`config.mk`:
```
export PLATFORM = sky130hd
export DESIGN_NAME = inv_seq_ctrl_flat
export DESIGN_NICKNAME = d
export VERILOG_FILES = /design/src/rtl/inv_seq_pkg.sv /design/src/rtl/inv_seq_ctrl_if.sv /design/src/rtl/inv_seq_timer.sv /design/src/rtl/inv_seq_ctrl.sv /design/src/flat_wrapper.sv
export SDC_FILE = /design/constraint.sdc
export NUM_CORES = 1
export LEC_CHECK = 0
export ABC_AREA = 1
export ABC_CLOCK_PERIOD_IN_PS = 1700
export CAP_MARGIN = 20
export CORE_UTILIZATION = 47
export DETAILED_ROUTE_END_ITERATION = 10
export PLACE_DENSITY_LB_ADDON = 0.08
export SYNTH_ARGS = -nofsm -noshare
export SYNTH_HDL_FRONTEND = slang
export SYNTH_SLANG_ARGS = --single-unit
```
`constraint.sdc`:
```
create_clock -name clk -period 1.7 [get_ports clk]
set_input_delay 0.34 -clock clk [delete_from_list [all_inputs] [get_ports clk]]
set_output_delay 0.34 -clock clk [all_outputs]
set_load 0.05 [all_outputs]
```
`src/rtl/inv_seq_pkg.sv`:
```
// Shared types and widths for the INV cell sequencer.
// State encoding, timer width and error-counter width live here.
// No logic, no latency, no backpressure.
package inv_seq_pkg;

    localparam int CNT_W = 4;
    localparam int ERR_W = 8;

    typedef enum logic [2:0] {
        S_IDLE,
        S_DPULSE,
        S_SETUP,
        S_CLKP,
        S_WAIT,
        S_RESP,
        S_HOLD
    } state_t;

endpackage

```
`src/rtl/inv_seq_ctrl_if.sv`:
```
// Request/response and cell-pin bundle for the INV cell sequencer.
// Pure wiring, zero latency.
// Backpressure: req_valid/req_ready and rsp_valid/rsp_ready handshakes.
interface inv_seq_ctrl_if;

    logic                          req_valid;
    logic                          req_data;
    logic                          req_ready;
    logic                          d_pulse;
    logic                          clk_pulse;
    logic                          cell_out;
    logic                          rsp_valid;
    logic                          rsp_data;
    logic                          rsp_err;
    logic                          rsp_ready;
    logic [inv_seq_pkg::ERR_W-1:0] err_count;

    modport master (
        output req_valid, req_data, cell_out, rsp_ready,
        input  req_ready, d_pulse, clk_pulse, rsp_valid, rsp_data, rsp_err, err_count
    );

    modport slave (
        input  req_valid, req_data, cell_out, rsp_ready,
        output req_ready, d_pulse, clk_pulse, rsp_valid, rsp_data, rsp_err, err_count
    );

endinterface

```
`src/rtl/inv_seq_timer.sv`:
```
// Loadable 4-bit down-counter timing SETUP, WAIT and HOLD.
// Loads in one cycle; zero flag is combinational from the count.
// No backpressure; stops at zero instead of wrapping.
module inv_seq_timer
    import inv_seq_pkg::*;
(
    input  logic             clk,
    input  logic             rst_n,
    input  logic             load,
    input  logic [CNT_W-1:0] value,
    output logic             zero
);

    logic [CNT_W-1:0] count;

    always_ff @(posedge clk or negedge rst_n) begin
        if (!rst_n) begin
            count <= '0;
        end else if (load) begin
            count <= value;
        end else if (!zero) begin
            count <= count - 1'b1;
        end
    end

    assign zero = (count == '0);

endmodule

```
`src/rtl/inv_seq_ctrl.sv`:
```
// Sequences d/clk pulses into an INV cell and checks its output (macro INV_SEQ_ERRCNT_EN adds err_count).
// Latency: response T_SETUP+OUT_WAIT+3 cycles after request acceptance.
// Backpressure: one transaction at a time; rsp held until rsp_ready, then T_HOLD guard cycles.
module inv_seq_ctrl
    import inv_seq_pkg::*;
#(
    parameter int T_SETUP  = 2,
    parameter int OUT_WAIT = 3,
    parameter int T_HOLD   = 1
) (
    input  logic          clk,
    input  logic          rst_n,
    inv_seq_ctrl_if.slave bus
);

    // The timer is loaded in the cycle before a timed state so its count is N-1 on entry.
    localparam logic [CNT_W-1:0] SETUP_LD = CNT_W'(T_SETUP - 1);
    localparam logic [CNT_W-1:0] WAIT_LD  = CNT_W'(OUT_WAIT - 1);
    localparam logic [CNT_W-1:0] HOLD_LD  = (T_HOLD > 0) ? CNT_W'(T_HOLD - 1) : '0;

    state_t           state;
    logic             bit_q;
    logic             cap;
    logic             cap_next;
    logic             tmr_load;
    logic [CNT_W-1:0] tmr_value;
    logic             tmr_zero;

    inv_seq_timer u_timer (
        .clk   (clk),
        .rst_n (rst_n),
        .load  (tmr_load),
        .value (tmr_value),
        .zero  (tmr_zero)
    );

    always_comb begin
        tmr_load  = 1'b0;
        tmr_value = '0;
        case (state)
            S_DPULSE: begin tmr_load = 1'b1; tmr_value = SETUP_LD; end
            S_CLKP:   begin tmr_load = 1'b1; tmr_value = WAIT_LD;  end
            S_RESP:   begin tmr_load = 1'b1; tmr_value = HOLD_LD;  end
            default:  ;
        endcase
    end

    assign cap_next = cap | bus.cell_out;

    always_ff @(posedge clk or negedge rst_n) begin
        if (!rst_n) begin
            state         <= S_IDLE;
            bit_q         <= 1'b0;
            cap           <= 1'b0;
            bus.req_ready <= 1'b0;
            bus.d_pulse   <= 1'b0;
            bus.clk_pulse <= 1'b0;
            bus.rsp_valid <= 1'b0;
            bus.rsp_data  <= 1'b0;
            bus.rsp_err   <= 1'b0;
        end else begin
            bus.d_pulse   <= 1'b0;
            bus.clk_pulse <= 1'b0;
            case (state)
                S_IDLE: begin
                    if (bus.req_valid && bus.req_ready) begin
                        bit_q         <= bus.req_data;
                        bus.d_pulse   <= bus.req_data;
                        bus.req_ready <= 1'b0;
                        state         <= S_DPULSE;
                    end else begin
                        bus.req_ready <= 1'b1;
                    end
                end
                S_DPULSE: state <= S_SETUP;
                S_SETUP: begin
                    if (tmr_zero) begin
                        bus.clk_pulse <= 1'b1;
                        state         <= S_CLKP;
                    end
                end
                S_CLKP: begin
                    cap   <= 1'b0;
                    state <= S_WAIT;
                end
                S_WAIT: begin
                    cap <= cap_next;
                    if (tmr_zero) begin
                        bus.rsp_valid <= 1'b1;
                        bus.rsp_data  <= cap_next;
                        bus.rsp_err   <= cap_next ^ ~bit_q;
                        state         <= S_RESP;
                    end
                end
                S_RESP: begin
                    if (bus.rsp_ready) begin
                        bus.rsp_valid <= 1'b0;
                        if (T_HOLD == 0) begin
                            bus.req_ready <= 1'b1;
                            state         <= S_IDLE;
                        end else begin
                            state <= S_HOLD;
                        end
                    end
                end
                S_HOLD: begin
                    if (tmr_zero) begin
                        bus.req_ready <= 1'b1;
                        state         <= S_IDLE;
                    end
                end
                default: state <= S_IDLE;
            endcase
        end
    end

`ifdef INV_SEQ_ERRCNT_EN
    logic [ERR_W-1:0] err_cnt;

    always_ff @(posedge clk or negedge rst_n) begin
        if (!rst_n) begin
            err_cnt <= '0;
        end else if (state == S_RESP && bus.rsp_ready && bus.rsp_err && err_cnt != '1) begin
            err_cnt <= err_cnt + 1'b1;
        end
    end

    assign bus.err_count = err_cnt;
`else
    assign bus.err_count = '0;
`endif

endmodule

```
`src/flat_wrapper.sv`:
```
// flat-port wrapper written by rule: the top's interface ports become plain ports
module inv_seq_ctrl_flat import inv_seq_pkg::*;
#(
    parameter int T_SETUP  = 2,
    parameter int OUT_WAIT = 3,
    parameter int T_HOLD   = 1
)
  (clk, rst_n, bus_req_valid, bus_req_data, bus_cell_out, bus_rsp_ready, bus_req_ready, bus_d_pulse, bus_clk_pulse, bus_rsp_valid, bus_rsp_data, bus_rsp_err, bus_err_count);
  inv_seq_ctrl_if bus_i ();
  input  logic clk;
  input  logic rst_n;
  input wire logic [$bits(bus_i.req_valid)-1:0] bus_req_valid;
  input wire logic [$bits(bus_i.req_data)-1:0] bus_req_data;
  input wire logic [$bits(bus_i.cell_out)-1:0] bus_cell_out;
  input wire logic [$bits(bus_i.rsp_ready)-1:0] bus_rsp_ready;
  output wire logic [$bits(bus_i.req_ready)-1:0] bus_req_ready;
  output wire logic [$bits(bus_i.d_pulse)-1:0] bus_d_pulse;
  output wire logic [$bits(bus_i.clk_pulse)-1:0] bus_clk_pulse;
  output wire logic [$bits(bus_i.rsp_valid)-1:0] bus_rsp_valid;
  output wire logic [$bits(bus_i.rsp_data)-1:0] bus_rsp_data;
  output wire logic [$bits(bus_i.rsp_err)-1:0] bus_rsp_err;
  output wire logic [$bits(bus_i.err_count)-1:0] bus_err_count;
  assign bus_i.req_valid = bus_req_valid;
  assign bus_i.req_data = bus_req_data;
  assign bus_i.cell_out = bus_cell_out;
  assign bus_i.rsp_ready = bus_rsp_ready;
  assign bus_req_ready = bus_i.req_ready;
  assign bus_d_pulse = bus_i.d_pulse;
  assign bus_clk_pulse = bus_i.clk_pulse;
  assign bus_rsp_valid = bus_i.rsp_valid;
  assign bus_rsp_data = bus_i.rsp_data;
  assign bus_rsp_err = bus_i.rsp_err;
  assign bus_err_count = bus_i.err_count;
  inv_seq_ctrl #(.T_SETUP(T_SETUP), .OUT_WAIT(OUT_WAIT), .T_HOLD(T_HOLD)) u_core (.clk(clk), .rst_n(rst_n), .bus(bus_i));
endmodule
```
# Word level (Yosys, flattened, before mapping)
# Cells that the tools add are included.
# totals
output_inout_bits	14
wordCells	58
register_bits	15
input_bits	6
# op_classes
bitwise	3
mux	20
add_sub_neg	1
n_reduce_logical	12
n_eq_ne	12
# ops
cell	count
one-hot mux 3 bit (7 select lines)	1
2-to-1 mux 3 bit	5
inequality test 2 x 1 -> 1 bit, second input constant	5
equality test 3 bit, second input constant	3
2-to-1 mux 1 bit	8
2-to-1 mux 4 bit	2
equality test 3 x 2 -> 1 bit, second input constant	2
one-hot mux 1 bit (2 select lines)	3
AND reduction 2 bit	3
nonzero test 2 bit	3
AND reduction 5 bit	1
logical NOT 4 bit	1
one-hot mux 2 bit (2 select lines)	1
subtractor 4 x 1 -> 4 bit, second input constant	1
equality test 3 x 1 -> 1 bit, second input constant	1
logical NOT 3 bit	1
AND reduction 3 bit	1
OR reduction 3 bit	1
inequality test 2 bit, second input constant	1
logical AND 1 bit	1
NOT 1 bit	1
bitwise OR 1 bit	1
bitwise XOR 1 bit	1

# Longest topological paths before layout
# Gate-level depths: netlist of the first run.
# depth
depth_word	4
depth_mapped	8
depth_no_buf	7

# Cells and area by module
# Synthesis of the first run repeated with hierarchy kept, for this count alone.
# hier_totals
cells_unflattened	113
hier_area_um2	910.9
# by_module_without_submodules
module	n_inst	area_per_inst_um2	cells_per_inst	seq_area_each_um2
inv_seq_ctrl	1	668.1	79	275.3
inv_seq_timer	1	242.7	34	100.1

# Least setup slack after synthesis of the first run
# Ideal clock, no wire load.
# synth_path
path_kind	register to register
start	reg u_core.u_timer.count[0]
end	reg u_core.bus.rsp_data
arrival_time_ns	1.159
required_ns	1.575
path_stages_with_launch	7
synth_period_minus_slack_ns	1.284
slack_ns	0.416
n_path_buf	0
setup_ns	0.125
path_cell_list	dfrtp_1 inv_1 ha_1 nand3_4 or2_4 nand2_1 o21ai_2
# synth_between
elab_chain_len	2
# synth_lines
element	line_no	source
from (decl)	inv_seq_timer.sv:14	logic [CNT_W-1:0] count;
from (signal assigned)	inv_seq_timer.sv:20	count <= value;
from (signal assigned)	inv_seq_timer.sv:22	count <= count - 1'b1;
logical NOT 4 bit	inv_seq_timer.sv:26	assign zero = (count == '0);
AND reduction 2 bit (no line)	n/a	
to (signal assigned)	inv_seq_ctrl.sv:90	bus.rsp_data <= cap_next;
to (decl)	inv_seq_ctrl_if.sv:25	output req_ready, d_pulse, clk_pulse, rsp_valid, rsp_data, rsp_err, err_count
# No other way between the ends.
# A chain may end at the register's enable or synchronous reset.

# Worst setup path after layout of the first run
# Ends and elaborated chain as after synthesis.

==> impl_metrics.yaml, run 1 <==
yosys:
  ys_seq_elements: 15
  synth_fa_ha_area_share_pct: 1.51
  ys_types: 21
  synth_ff_type: "dfrtp_1"
  synthMuxAreaShare_pct: 0
  syn-cell-area_um2: 828
  yosys.area_share.simple_pct: 29.9
  synth_area_per_cell_um2: 7.96
  synthArstFlopShare_pct: 100
  yosysTopAreaCellShare_pct: 45.3
  synth_top_family_by_area: "simple AND/OR/NAND/NOR gates"
  ys_top_cells_by_count: "nand2_1, dfrtp_1, buf_4, inv_1"
  synth_edf_count: 0
  yosysTopAreaCell: "dfrtp_1"
  yosysMostFrequentCell: "nand2_1"
  synth-seq-area-share_pct: 45.3
  synth_area_leaders: "dfrtp_1, nand2_1, buf_4"
  postSynthCellCount: 104
  yosysWarnings: 0
  synth_compound_area_share_pct: 6.19
  synth-xor-area-share_pct: 2.11
cts:
  holdBufCountCts: 0
  clkLatencyLatePin_ns: 0.28
  path_clk_slew_ns: 0.09
  cts_sinks: 15
  cts_post_setup_buffers_inserted: 0
  cts_tree: "done"
  root_buffer: "clkbuf_4"
  clockBufferDepth: 2
  h-tree-depth: 1
  cts-buffers-inserted: 3
  cts_resized: 0
detailed_routing:
  drt-initial-drc-count: 24
  totalWireLength_um: 1430
  first_pass_iters: 6
  wl_per_cell_um: 10.8
  vias: 668
  drc: 0
  avgViaCountPerCell: 5.02
  drtAntennaViolNets: 0
setup_path:
  r2r_cells: 6
  cp-startpoint: "u_core.u_timer.count[0]"
  cp-end-kind: "flip-flop"
  r2r-start: "u_core.u_timer.count[0]"
  crit_path_cell_trace: "inv_1 -> ha_1 -> nand3_4 -> or2_4 -> nand2_1 -> o21ai_2"
  cp.arrival_ns: 1.58
  critPathMaxFanout: 6
  max_stage_delay_ns: 0.37
  r2r-end: "u_core.bus.rsp_data"
  r2r_slack_ns: 0.29
  startpoint_type: "flip-flop"
  endpoint: "u_core.bus.rsp_data"
  crit_slowest_cell: "dfrtp_1"
  crit_type: "reg -> reg"
  required_ns: 1.87
place:
  dpl_cell_area_um2: 902
  dp.cells: 129
  pre_cts_slack_ns: 0.300
  portBuffers: 11
  place_congestion: 0.764
  dpl.hpwl_um: 1070
sta:
  skew_ns: 0.00344
  setup_slack_ns: 0.291
  tns_ns: 0
  fin_crit_sh_pct: 82.9
  rsz0062_at_grt: "false"
  setup_violations: 0
  max_clock_freq_ghz: 0.710
  layout_min_cycle_time_ns: 1.41
  final_hold_viol_count: 0
  slew_violations: 0
floorplan:
  die_area_um2: 1930
  die_w_um: 44.0
  start_util_pct: 52.5
  core_area_um2: 1580
  die_h_um: 44.0
  pin_count: 20
  rows: 14
final_layout:
  nets: 125
  n_antenna_cell: 0
  syn_to_final_growth_pct: 12.1
  drive_gt1_share_pct: 13.7
  design_area_um2: 928
  fin_cells: 133
hold_path:
  hold_class: "in -> async"
global_route:
  grt_overflow_total: 0
  grt_pass1_vias: 602
  antenna_found_initial: 0
  grtUsageTotal_pct: 18.0
  grt_start_max_net_pins: 16
  grt_first_pass_wirelength_um: 2500
pwr:
  power.ir.vdd_worst_mv: 1.07
  powerDensity_nw_per_um2: 2000
  p_leak_nw: 0.487
  total_power_w: 0.00186
run_status:
  status: "finished clean"
run:
  drv_cap: 0
==> cells by family (layout without fill, tap and decap cells) <==
family / Yosys count / in the layout
AOI/OAI and AO/OA: 9 / 9
xor gates and xnor gates: 2 / 2
adders and majority gates: 1 / 1
buffers and inverters: 22 / 28
DFF: 15 / 15
other: 1 / 8
and+or+nand+nor: 54 / 54
==> metal layers <==
layer  track usage, %  share of wire, %
met1             23.1                48
met2             27.8                46
met3             5.00               3.9
met4             9.09               2.2
met5                0                 0
==> power breakdown <==
| group | switching [W] | total [W] | leakage, nW | internal [W] |
|---|---|---|---|---|
| Clock | 0.000110 | 0.000202 | 0.0150 | 0.0000912 |
| Combinational | 0.000683 | 0.00102 | 0.286 | 0.000338 |
| Sequential | 0.000128 | 0.000636 | 0.186 | 0.000507 |
| Total | 0.000922 | 0.00186 | 0.487 | 0.000936 |
==> cell usage in the layout (no fill, tap or decap) <==
| master | netlist | final |
|---|---|---|
| nand4_1 | 4 | 4 |
| or2_4 | 1 | 1 |
| xnor2_1 | 1 | 1 |
| o21ai_1 | 2 | 2 |
| o21ai_0 | 3 | 3 |
| nand3_1 | 8 | 8 |
| clkdlybuf4s50_1 | 0 | 5 |
| clkbuf_1 | 0 | 1 |
| inv_2 | 2 | 2 |
| inv_1 | 10 | 10 |
| buf_4 | 10 | 7 |
| nor2_1 | 8 | 8 |
| dfrtp_1 | 15 | 15 |
| nor2_2 | 1 | 1 |
| a21oi_1 | 2 | 2 |
| ha_1 | 1 | 1 |
| nand3_4 | 1 | 1 |
| o31ai_1 | 1 | 1 |
| nand2_1 | 28 | 28 |
| nor3_1 | 3 | 3 |
| xor2_1 | 1 | 1 |
| o21ai_2 | 1 | 1 |
| clkbuf_4 | 0 | 3 |
| conb_1 | 1 | 8 |
==> worst max-delay path: cells and delay by family, from the launching register on <==
family / cells / cell delay, ns
flip-flops: 1 / 0.37
AO/OA/AOI/OAI: 1 / 0.05
AND/OR/NAND/NOR: 3 / 0.51
buffers and inverters: 1 / 0.12
adder cells (fa/ha/maj): 1 / 0.26
==> state kept, by name, indices dropped and copies added, names as in the netlist <==
name / count
u_core.u_timer.count: 4
u_core.state: 3
u_core.bit_q: 1
u_core.bus.clk_pulse: 1
u_core.bus.d_pulse: 1
u_core.bus.req_ready: 1
u_core.bus.rsp_data: 1
u_core.bus.rsp_err: 1
u_core.bus.rsp_valid: 1
u_core.cap: 1
==> final cells by class <==
class	count	area [um^2]
fillers	143	648
well taps	16	20.0
multi-input cells	74	359
inverters	12	45.0
flip-flops and latches	15	375
repair buffers	12	103
clock buffers	4	26.3
==> worst min path at each step <==
stage | from | end | slack (ns) | cells after the start
final | rst_n | u_core.u_timer.count[0] | 0.36 | 2
after global placement | u_core.bus.rsp_data | u_core.bus.rsp_data | 0.47 | 2
after CTS | rst_n | u_core.u_timer.count[2] | 0.37 | 2
after detailed placement | u_core.bus.rsp_data | u_core.bus.rsp_data | 0.47 | 2
after floorplan | rst_n | u_core.bit_q | 0.04 | 0
after global routing | rst_n | u_core.u_timer.count[0] | 0.37 | 2
==> stage by stage <==
stage,hold WS [ns],utilization [%]
after floorplan,0.0444,-
after global placement,0.467,57.2
after detailed placement,0.475,57.2
after CTS,0.365,58.9
after global routing,0.374,58.9
final,0.359,58.9
(Power assumes the default switching activity.)
==> inputs of run 2 (changes only) <==
Settings changed: ABC_CLOCK_PERIOD_IN_PS 1700 to 1100, CORE_ASPECT_RATIO set to 1.4, CORE_UTILIZATION 47 to 43.
Clock period 1.7 ns to 1.1 ns, I/O delays scaled along.
==> run 2 against run 1 <==
Effect of this change:
- the flow now finishes with violations (negative setup slack)
- die area grew 9.0%
- first-iteration DRC count down 25%
- critical path depth did not move
- sequential power rose by 60%
- setup slack worse by 0.44 ns
- clock skew fell by 0.0022 ns
- clock power is 56% higher
- critical endpoint is now u_core.bus.rsp_err
- highest routed layer unchanged
==> impl_metrics.yaml, run 2 (synthesis results as in run 1) <==
floorplan:
  die_h_um: 53.9
  core_area_um2: 1780
  pin_count: 20
  die_area_um2: 2110
  start_util_pct: 46.6
  die_w_um: 39.1
  rows: 18
sta:
  slew_violations: 0
  max_clock_freq_ghz: 0.801
  setup_slack_ns: -0.148
  skew_ns: 0.00121
  fin_crit_sh_pct: 113
  tns_ns: -0.730
  layout_min_cycle_time_ns: 1.25
  rsz0062_at_grt: "true"
  setup_violations: 12
  final_hold_viol_count: 0
pwr:
  p_int_w: 0.00225
  p_leak_nw: 0.644
  powerDensity_nw_per_um2: 3130
  p_clk_share_pct: 8.0
  p_seq_share_pct: 25.8
  p_sw_share_pct: 43.0
  power_switching_w: 0.00170
  power.ir.vdd_worst_mv: 1.64
  power_frac_comb_pct: 66.1
final_layout:
  largest_reg_flops: 4
  n_antenna_cell: 0
  drive_gt1_share_pct: 38.5
  syn_to_final_growth_pct: 52.0
  reg_top3: "u_core.u_timer.count (4), u_core.state (3)"
  post-route-util_pct: 70.7
  nets: 151
  ff_latch_area_um2: 379
  final_cell_mix: "nand2_1, buf_4, dfrtp_1, inv_1, conb_1"
  design_area_um2: 1260
  multi_input_area_um2: 399
  final_common_cell: "nand2_1"
  fillerInstances: 155
  largest-register: "u_core.u_timer.count"
global_route:
  grtUsageTotal_pct: 18.5
  grt_first_pass_wirelength_um: 2650
  antenna_found_initial: 0
  grt_overflow_total: 0
  grt_pass1_vias: 683
  grt_start_max_net_pins: 16
detailed_routing:
  wl_per_cell_um: 10.4
  drc: 0
  first_pass_iters: 4
  vias: 773
  drt-initial-drc-count: 18
  avgViaCountPerCell: 4.74
  totalWireLength_um: 1700
  drtAntennaViolNets: 0
cts:
  cts-buffers-inserted: 3
  h-tree-depth: 1
  clkLatencyLatePin_ns: 0.29
  clockBufferDepth: 2
  path_clk_slew_ns: 0.08
  holdBufCountCts: 0
  cts_sinks: 15
  root_buffer: "clkbuf_4"
  cts_tree: "done"
setup_path:
  max_stage_delay_ns: 0.40
  cp.arrival_ns: 1.43
  crit_type: "reg -> reg"
  required_ns: 1.28
  crit_path_cell_trace: "inv_2 -> ha_4 -> nand3_4 -> or2_4 -> nand2_1 -> o21ai_1"
  startpoint_type: "flip-flop"
  critPathMaxFanout: 5
  crit_slowest_cell: "dfrtp_1"
  cp-end-kind: "flip-flop"
place:
  dpl.hpwl_um: 1280
  dpl_cell_area_um2: 1140
  place_congestion: 0.777
  portBuffers: 11
run_status:
  status: "complete, but fails checks"
  violations: "negative setup slack"
hold_path:
  hold_class: "in -> async"
run:
  drv_cap: 0
==> run 2: cell count changes in the layout (fill, tap and decap cells not counted), moves of 2 or more <==
cell / previous run / this run
inv_2: 2 / 4
nand3_1: 8 / 6
nand2_1: 28 / 26
buf_6: 0 / 3
dfrtp_2: 0 / 3
buf_12: 0 / 6
nand2_2: 0 / 2
buf_4: 7 / 24
inv_1: 10 / 8
nand3_2: 0 / 2
dfrtp_1: 15 / 12
==> run 2: power by group through the flow <==
| stage | logic, W | registers, W | clock network (W) |
|---|---|---|---|
| 5_1_grt | 0.00284 | 0.00105 | 0.000350 |
| 2_1_floorplan | 0.00110 | 0.00121 | 0 |
| 6_report | 0.00261 | 0.00102 | 0.000316 |
| 4_1_cts | 0.00243 | 0.00102 | 0.000330 |
| 3_3_place_gp | 0.00226 | 0.00102 | 0 |
| 3_5_place_dp | 0.00231 | 0.00103 | 0 |
==> run 2: area by class of cell <==
cell class | instances | area share (%)
clock buffers | 4 | 2.09
inverters | 12 | 3.58
multi-input cells | 74 | 31.7
flip-flops and latches | 15 | 30.1
well taps | 20 | 1.99
repair buffers | 38 | 30.5
==> run 2: critical path, delay by kind of cell (launching register included) <==
kind,cells,cell delay (ns)
AND/OR/NAND/NOR,3,0.44
flip-flops,1,0.40
adder cells (fa/ha/maj),1,0.15
buffers and inverters,1,0.08
AO/OA/AOI/OAI,1,0.06
==> run 2: per-stage QoR <==
step | setup slack [ns] | hold slack (ns) | power, W | cells
global placement | -0.120 | 0.485 | 0.00329 | 152
detailed placement | -0.153 | 0.492 | 0.00334 | 152
finish | -0.148 | 0.242 | 0.00394 | 163
floorplan | -0.0572 | -0.0756 | 0.00231 | 111
global route | -0.202 | 0.254 | 0.00424 | 163
CTS | -0.133 | 0.248 | 0.00378 | 160
==> run 2: final timing paths <==
kind                                    startpoint                 endpoint  slack, ns  cells after the start
min reg2reg                             u_core.cap               u_core.cap       0.54                      2
max reg2reg                u_core.u_timer.count[1]       u_core.bus.rsp_err      -0.15                      6
max in group asynchronous                    rst_n          u_core.state[1]       0.67                      2
min                                          rst_n  u_core.u_timer.count[2]       0.24                      2
max                        u_core.u_timer.count[1]       u_core.bus.rsp_err      -0.15                      6
min in group clk                      bus_req_data       u_core.bus.d_pulse       0.47                      3
==> run 2: per-layer routing <==
layer | global-route usage [%] | routed length, um
met5 | 0 | 0
met4 | 10.3 | 44
met3 | 3.72 | 39
met2 | 32.2 | 939
met1 | 20.2 | 671
==> run 2: repair_timing <==
| item | in CTS | in global routing |
|---|---|---|
| setup endpoints to repair | 14 | 17 |
| endpoints found under the hold margin | 0 | 0 |
| setup buffers | 4 | 4 |
| pin swaps | 1 | 4 |
| resized for setup | 2 | 10 |
